<file path="src/rtl/juego_pkg.sv">
// Shared constants for the obstacle scheduler: game-state code, FSM encodings,
// field geometry and the spawn-pattern helper.
package juego_pkg;
  localparam logic [3:0] EN_JUEGO = 4'd3;
  localparam int         NCOLS    = 8;
  localparam int         CAMPO_W  = NCOLS * 4;

  typedef enum logic [1:0] {
    ST_IDLE = 2'd0,
    ST_RUN  = 2'd1,
    ST_HIT  = 2'd2
  } estado_e;

  // All-lanes-blocked would be unwinnable, so lane 0 is always left open.
  function automatic logic [3:0] spawn_pat(input logic [3:0] aleo);
    return (aleo == 4'hF) ? 4'hE : aleo;
  endfunction
endpackage

</file>
<file path="src/rtl/obstacle_sched_if.sv">
// Game-side bus of the obstacle scheduler: control inputs and field/score outputs.
interface obstacle_sched_if;
  logic [3:0]  presente;
  logic [3:0]  obs_aleo;
  logic [1:0]  heroe_lane;
  logic [31:0] campo;
  logic        choque;
  logic [7:0]  puntos;
  logic [1:0]  estado;

  modport master (
    output presente, obs_aleo, heroe_lane,
    input  campo, choque, puntos, estado
  );
  modport slave (
    input  presente, obs_aleo, heroe_lane,
    output campo, choque, puntos, estado
  );
endinterface

</file>
<file path="src/rtl/tick_div.sv">
// Scroll-tick divider: counts 0..DIVIDER-1 while enabled, one-clk tick on the
// last count; held at zero while disabled. The tick is a clock enable.
module tick_div #(
  parameter int unsigned DIVIDER = 28'd71_000_000
) (
  input  logic clk,
  input  logic rst,
  input  logic en,
  output logic tick
);
  localparam int W = (DIVIDER > 1) ? $clog2(DIVIDER) : 1;

  logic [W-1:0] cnt_q, cnt_d;

  assign tick = en && (cnt_q == W'(DIVIDER - 1));

  always_comb begin
    cnt_d = '0;
    if (en && !tick) cnt_d = cnt_q + 1'b1;
  end

  always_ff @(posedge clk or negedge rst) begin
    if (!rst) cnt_q <= '0;
    else      cnt_q <= cnt_d;
  end
endmodule

</file>
<file path="src/rtl/obstacle_sched.sv">
// Obstacle field scheduler: scrolls an 8x4 obstacle field toward the hero,
// scores ticks, detects collisions. OBSTACLE_SCHED_GAP_EN inserts an empty
// column after every spawned one.
module obstacle_sched
  import juego_pkg::*;
#(
  parameter int unsigned DIVIDER = 28'd71_000_000
) (
  input  logic             clk,
  input  logic             rst,
  obstacle_sched_if.slave  bus
);
  logic [3:0]         aleo_m_q, aleo_m_d, aleo_s_q, aleo_s_d;
  estado_e            state_q, state_d;
  logic [CAMPO_W-1:0] campo_q, campo_d;
  logic [7:0]         puntos_q, puntos_d;
  logic               choque_q, choque_d;
  logic [1:0]         estado_q, estado_d;
  logic [3:0]         col_new;
  logic               tick, hit, en_juego;
`ifdef OBSTACLE_SCHED_GAP_EN
  logic               gap_q, gap_d;
`endif

  tick_div #(.DIVIDER(DIVIDER)) u_tick_div (
    .clk  (clk),
    .rst  (rst),
    .en   (state_q == ST_RUN),
    .tick (tick)
  );

  assign en_juego = (bus.presente == EN_JUEGO);
  // Column 0 is the hero column, so its low nibble is indexed by lane directly.
  assign hit      = campo_q[bus.heroe_lane];

`ifdef OBSTACLE_SCHED_GAP_EN
  assign col_new = gap_q ? 4'h0 : spawn_pat(aleo_s_q);
`else
  assign col_new = spawn_pat(aleo_s_q);
`endif

  always_comb begin
    aleo_m_d = bus.obs_aleo;
    aleo_s_d = aleo_m_q;
    state_d  = state_q;
    campo_d  = campo_q;
    puntos_d = puntos_q;
`ifdef OBSTACLE_SCHED_GAP_EN
    gap_d    = gap_q;
`endif
    case (state_q)
      ST_IDLE: begin
        campo_d = '0;
        if (en_juego) begin
          state_d  = ST_RUN;
          puntos_d = '0;
`ifdef OBSTACLE_SCHED_GAP_EN
          gap_d    = 1'b0;
`endif
        end
      end
      ST_RUN: begin
        // Leaving play outranks collision, which outranks the scroll tick.
        if (!en_juego) begin
          state_d = ST_IDLE;
          campo_d = '0;
        end else if (hit) begin
          state_d = ST_HIT;
        end else if (tick) begin
          campo_d  = {col_new, campo_q[CAMPO_W-1:4]};
          puntos_d = (puntos_q == 8'hFF) ? 8'hFF : puntos_q + 8'd1;
`ifdef OBSTACLE_SCHED_GAP_EN
          gap_d    = ~gap_q;
`endif
        end
      end
      ST_HIT: begin
        if (!en_juego) begin
          state_d = ST_IDLE;
          campo_d = '0;
        end
      end
      default: begin
        state_d = ST_IDLE;
        campo_d = '0;
      end
    endcase
    choque_d = (state_d == ST_HIT);
    estado_d = state_d;
  end

  always_ff @(posedge clk or negedge rst) begin
    if (!rst) begin
      aleo_m_q <= '0;
      aleo_s_q <= '0;
      state_q  <= ST_IDLE;
      campo_q  <= '0;
      puntos_q <= '0;
      choque_q <= 1'b0;
      estado_q <= '0;
    end else begin
      aleo_m_q <= aleo_m_d;
      aleo_s_q <= aleo_s_d;
      state_q  <= state_d;
      campo_q  <= campo_d;
      puntos_q <= puntos_d;
      choque_q <= choque_d;
      estado_q <= estado_d;
    end
  end

`ifdef OBSTACLE_SCHED_GAP_EN
  always_ff @(posedge clk or negedge rst) begin
    if (!rst) gap_q <= 1'b0;
    else      gap_q <= gap_d;
  end
`endif

  assign bus.campo  = campo_q;
  assign bus.choque = choque_q;
  assign bus.puntos = puntos_q;
  assign bus.estado = estado_q;
endmodule

</file>
<file path="src/flat_wrapper.sv">
// flat-port wrapper written by rule: the top's interface ports become plain ports
module obstacle_sched_flat import juego_pkg::*;
#(
  parameter int unsigned DIVIDER = 28'd71_000_000
)
  (clk, rst, bus_presente, bus_obs_aleo, bus_heroe_lane, bus_campo, bus_choque, bus_puntos, bus_estado);
  obstacle_sched_if bus_i ();
  input  logic clk;
  input  logic rst;
  input wire logic [$bits(bus_i.presente)-1:0] bus_presente;
  input wire logic [$bits(bus_i.obs_aleo)-1:0] bus_obs_aleo;
  input wire logic [$bits(bus_i.heroe_lane)-1:0] bus_heroe_lane;
  output wire logic [$bits(bus_i.campo)-1:0] bus_campo;
  output wire logic [$bits(bus_i.choque)-1:0] bus_choque;
  output wire logic [$bits(bus_i.puntos)-1:0] bus_puntos;
  output wire logic [$bits(bus_i.estado)-1:0] bus_estado;
  assign bus_i.presente = bus_presente;
  assign bus_i.obs_aleo = bus_obs_aleo;
  assign bus_i.heroe_lane = bus_heroe_lane;
  assign bus_campo = bus_i.campo;
  assign bus_choque = bus_i.choque;
  assign bus_puntos = bus_i.puntos;
  assign bus_estado = bus_i.estado;
  obstacle_sched #(.DIVIDER(DIVIDER)) u_core (.clk(clk), .rst(rst), .bus(bus_i));
endmodule
</file>
<file path="config.mk">
export PLATFORM = sky130hd
export DESIGN_NAME = obstacle_sched_flat
export DESIGN_NICKNAME = d
export VERILOG_FILES = /design/src/rtl/juego_pkg.sv /design/src/rtl/obstacle_sched_if.sv /design/src/rtl/tick_div.sv /design/src/rtl/obstacle_sched.sv /design/src/flat_wrapper.sv
export SDC_FILE = /design/constraint.sdc
export NUM_CORES = 1
export LEC_CHECK = 0
export BUFFER_PORTS_ARGS = -buffer_cell sky130_fd_sc_hd__buf_2
export CAP_MARGIN = 20
export CORE_AREA = 3 3 94 96
export CTS_BUF_LIST = sky130_fd_sc_hd__clkbuf_8
export CTS_CLUSTER_SIZE = 40
export DETAILED_ROUTE_END_ITERATION = 6
export DIE_AREA = 0 0 97 99
export PLACE_DENSITY_LB_ADDON = 0.05
export SLEW_MARGIN = 20
export SYNTH_ARGS = -nofsm -noshare
export SYNTH_HDL_FRONTEND = slang
export SYNTH_HIERARCHICAL = 1
export SYNTH_SLANG_ARGS = --single-unit
export TNS_END_PERCENT = 20
</file>
<file path="constraint.sdc">
create_clock -name clk -period 2.2 [get_ports clk]
set_clock_uncertainty 0.15 [all_clocks]
set_input_delay 0.33 -clock clk [delete_from_list [all_inputs] [get_ports clk]]
set_output_delay 0.33 -clock clk [all_outputs]
set_load 0.005 [all_outputs]
</file>
==> impl_summary.log <==
INFO  metric critical_path.startpoint_type = flip-flop
INFO  metric relSlewSlack = 0.713
INFO  metric floorplan_die_area = 0.00960 mm^2
INFO  metric synth_cell_type_count = 51
INFO  metric clk_transition_reported_paths = 90 ps
INFO  metric antenna_cells = 0
INFO  metric finalNetCount = 414
INFO  metric slew_violations = 0
INFO  metric drt_wl_total = 7600 um
INFO  metric max-cap-violations = 0
INFO  metric worst_path_class_setup = flip-flop to flip-flop
INFO  metric grt_max_degree = 79
INFO  metric clkLatencyLatePin = 350 ps
INFO  metric clock_tree.buffer_depth = 2
INFO  metric ys.flop_type = sky130_fd_sc_hd__dfrtp_1
INFO  metric cts-root-buf = sky130_fd_sc_hd__clkbuf_8
INFO  metric cp_data_required_time = 2290 ps
INFO  metric layout.cells.non_filler = 510
INFO  metric area_growth = 26.2%
INFO  metric post_drt_wl_per_cell = 14.9 um
INFO  metric synth_top_area_share = 0.546
INFO  metric detail_route.first_pass.iterations = 4
INFO  metric setup_repair_after_global_routing_missed_its_margin = true
INFO  metric place.port_buffers = 54
INFO  metric die_extent_in_x = 97 um
INFO  metric placedCellCount = 488
INFO  metric ys_seq_elements = 78
INFO  metric route.detailed.vias_per_inst = 5.41
INFO  metric layout_min_cycle_time = 2380 ps
INFO  metric synth.top_cells.by_area = sky130_fd_sc_hd__dfrtp_1 (55%), sky130_fd_sc_hd__a22o_2 (5.6%), sky130_fd_sc_hd__a22o_1 (3.2%)
INFO  metric layout-drive-gt1-share = 0.405
INFO  metric global_route_usage_over_all_layers = 0.163
INFO  metric ir_worst_vdd = 0.370 mV
INFO  metric synthesis.yosys.warnings = 6
INFO  metric hold-worst-slack = 201 ps
INFO  metric timing.final.ws_setup = -180 ps
INFO  metric path_max_fanout = 32
INFO  metric grt_overflow = 0
INFO  metric final-seq-area = 0.00195 mm^2
INFO  metric violated_checks = setup timing
INFO  metric cellPowerDensity = 573 mW/mm^2
INFO  metric layout_worst_path_cycle_share = 1.08
INFO  metric hold_violations = 0
INFO  metric placeableCoreArea = 0.00813 mm^2
INFO  metric initial_core_util = 0.440
INFO  metric report.power.total = 0.00259 W
INFO  metric dieHeight = 99 um
INFO  metric fillCellCount = 747
INFO  metric worst_setup_path_end_kind = flip-flop
INFO  metric gpl.final_weighted_congestion = 0.767
INFO  metric cts_tree = done
INFO  metric final_antenna_net_count = 0
INFO  metric cp_slowest_cell = sky130_fd_sc_hd__dfrtp_1
INFO  metric arrival_time_at_the_worst_endpoint = 2470 ps
INFO  metric mappedNetlistArea = 0.00358 mm^2
INFO  metric min_path_type = flip-flop to flip-flop
INFO  metric post_synthesis_area_per_instance = 11.9 um^2
INFO  metric synth_async_reset_ratio = 1.00
INFO  metric dp_slack = -197 ps
INFO  metric design.portCount = 55
INFO  metric outcome = finished, violations left
INFO  metric total_leakage_power = 2.05 nW
INFO  metric rows = 33
INFO  metric combined_area_of_the_multi_input_logic_cells = 0.00148 mm^2
INFO  metric dp.final_hpwl = 5230 um
INFO  metric worstPathCellList = nor4bb_2, nand4b_1, nor4_2, nand2_1, o221ai_2, a21oi_2, buf_12, a22o_2
INFO  metric first_global_vias = 2,601
INFO  metric synth_edf_count = 0
INFO  metric synth_top_cell_by_area = sky130_fd_sc_hd__dfrtp_1
INFO  metric initial_antenna_violation_count = 0
INFO  metric max_freq = 420 MHz
INFO  metric net_count_after_synthesis = 315
INFO  metric first_iter_violations = 116
INFO  metric cts_sinks = 78
INFO  metric numCtsBuffers = 9
INFO  metric critPathMaxStageDelay = 390 ps
INFO  metric postSynthCellCount = 301
INFO  metric grt_pass1_wl = 12,700 um
INFO  metric report.final.setup_viol = 40
INFO  metric htreeDepth = 3
INFO  metric sequential_cell_area_fraction_in_the_yosys_report = 0.546
INFO  metric num_vias = 2,761
INFO  metric drt_drc_violations_left = 0
INFO  metric timing_worst_slew_pin_value = 431 ps
[where the power goes]
| part | total (W) | switching, W | internal, W |
|---|---|---|---|
| Combinational | 0.0000703 | 0.0000446 | 0.0000257 |
| Clock | 0.00107 | 0.000546 | 0.000528 |
| Sequential | 0.00144 | 0.00000320 | 0.00144 |
[timing repair]
action,CTS,global route
pin swaps,8,5
hold endpoints to repair,82,0
buffers inserted,0,1
endpoints found under the setup margin,42,47
hold buffers,5,0
gates resized for setup,2,5
[Yosys cell counts, types with 2 or more instances]
cell type,number
sky130_fd_sc_hd__buf_12,4
sky130_fd_sc_hd__o21ai_0,5
sky130_fd_sc_hd__xnor2_1,8
sky130_fd_sc_hd__nand4_2,2
sky130_fd_sc_hd__nand4b_1,3
sky130_fd_sc_hd__xor2_1,4
sky130_fd_sc_hd__nand4_1,5
sky130_fd_sc_hd__a22o_2,20
sky130_fd_sc_hd__nor2_1,18
sky130_fd_sc_hd__a22o_1,13
sky130_fd_sc_hd__clkbuf_1,3
sky130_fd_sc_hd__o21a_1,2
sky130_fd_sc_hd__a21oi_1,19
sky130_fd_sc_hd__or4_4,2
sky130_fd_sc_hd__and4_1,4
sky130_fd_sc_hd__mux2_2,2
sky130_fd_sc_hd__or3_1,4
sky130_fd_sc_hd__ha_1,2
sky130_fd_sc_hd__nand2b_1,2
sky130_fd_sc_hd__and4_2,4
sky130_fd_sc_hd__o31ai_1,8
sky130_fd_sc_hd__a21oi_2,2
sky130_fd_sc_hd__nand2_1,14
sky130_fd_sc_hd__nor4_1,6
sky130_fd_sc_hd__nor3_1,8
sky130_fd_sc_hd__nand3_1,14
sky130_fd_sc_hd__a41oi_1,2
sky130_fd_sc_hd__buf_2,3
sky130_fd_sc_hd__or2_2,3
sky130_fd_sc_hd__dfrtp_1,78
sky130_fd_sc_hd__inv_1,7
sky130_fd_sc_hd__buf_6,4
sky130_fd_sc_hd__or4_1,8
[critical path, delay by kind of cell (launching register included)]
| family | cells | cell delay [ps] |
|---|---|---|
| buffers and inverters | 1 | 170 |
| and+or+nand+nor | 4 | 960 |
| DFF | 1 | 390 |
| AOI/OAI and AO/OA | 3 | 590 |
[layout by cell type (no fill, tap or decap), types with 7 or more instances in the layout]
cell type and n:
sky130_fd_sc_hd__dfrtp_1 78, sky130_fd_sc_hd__buf_2 53, sky130_fd_sc_hd__buf_4 37, sky130_fd_sc_hd__a22o_2 20
sky130_fd_sc_hd__nor2_1 18, sky130_fd_sc_hd__a21oi_1 17, sky130_fd_sc_hd__nand3_1 14, sky130_fd_sc_hd__nand2_1 13
sky130_fd_sc_hd__a22o_1 13, sky130_fd_sc_hd__clkbuf_8 9, sky130_fd_sc_hd__inv_1 8, sky130_fd_sc_hd__nor3_1 8
sky130_fd_sc_hd__o31ai_1 8, sky130_fd_sc_hd__xnor2_1 8, sky130_fd_sc_hd__or4_1 7
[metal layers]
layer / global-route usage / up-vias / part of all wire
li1: - / 1342 / -
met1: 0.236 / 1353 / 0.49
met2: 0.239 / 57 / 0.45
met3: 0.0396 / 9 / 0.047
met4: 0.0605 / 0 / 0.011
met5: 0 / - / 0
[layout make-up]
class	count	share of cell area
Tap cell	105	0.0291
Clock inverter	7	0.0166
Inverter	7	0.00582
Multi-Input combinational cell	201	0.328
Sequential cell	78	0.432
Clock buffer	9	0.0274
Timing Repair Buffer	103	0.161
[stage by stage]
step	area [um^2]	util	TNS, ps
global placement	4230	0.520	-3430
finish	4510	0.555	-5540
floorplan	3600	-	-125
global route	4510	0.555	-11420
detailed placement	4230	0.520	-6660
CTS	4490	0.552	-5740
[sequential cells by signal, summed over array words and instances (netlist names)]
register	count
u_core/aleo_s_q	4
u_core/u_tick_div/cnt_q	27
u_core/bus.campo	32
u_core/aleo_m_q	4
u_core/bus.puntos	8
u_core/bus.estado	2
u_core/bus.choque	1
[worst paths after layout]
check                                            startpoint                          end  slack [ps]  cells past startpoint
worst max-delay path            u_core/u_tick_div/cnt_q[13]         u_core/bus.campo[20]        -180                      8
worst min-delay path                     u_core/aleo_m_q[1]           u_core/aleo_s_q[1]         200                      0
worst max register to register  u_core/u_tick_div/cnt_q[13]         u_core/bus.campo[20]        -180                      8
worst min register to register           u_core/aleo_m_q[1]           u_core/aleo_s_q[1]         200                      0
max in group asynchronous                               rst           u_core/aleo_s_q[1]        1170                      3
min in group asynchronous                               rst  u_core/u_tick_div/cnt_q[20]         370                      3
[cell families (layout without fill, tap and decap cells)]
| kind of cell | after synthesis | after routing | synth area share |
|---|---|---|---|
| compound gates | 78 | 78 | 0.175 |
| xor+xnor | 12 | 12 | 0.0294 |
| fa+ha+maj | 2 | 2 | 0.00700 |
| buf+inv | 22 | 126 | 0.0518 |
| flops | 78 | 78 | 0.546 |
| mux | 3 | 3 | 0.0105 |
| simple gates | 106 | 106 | 0.181 |
No activity file was read; power rests on OpenSTA's default activity.
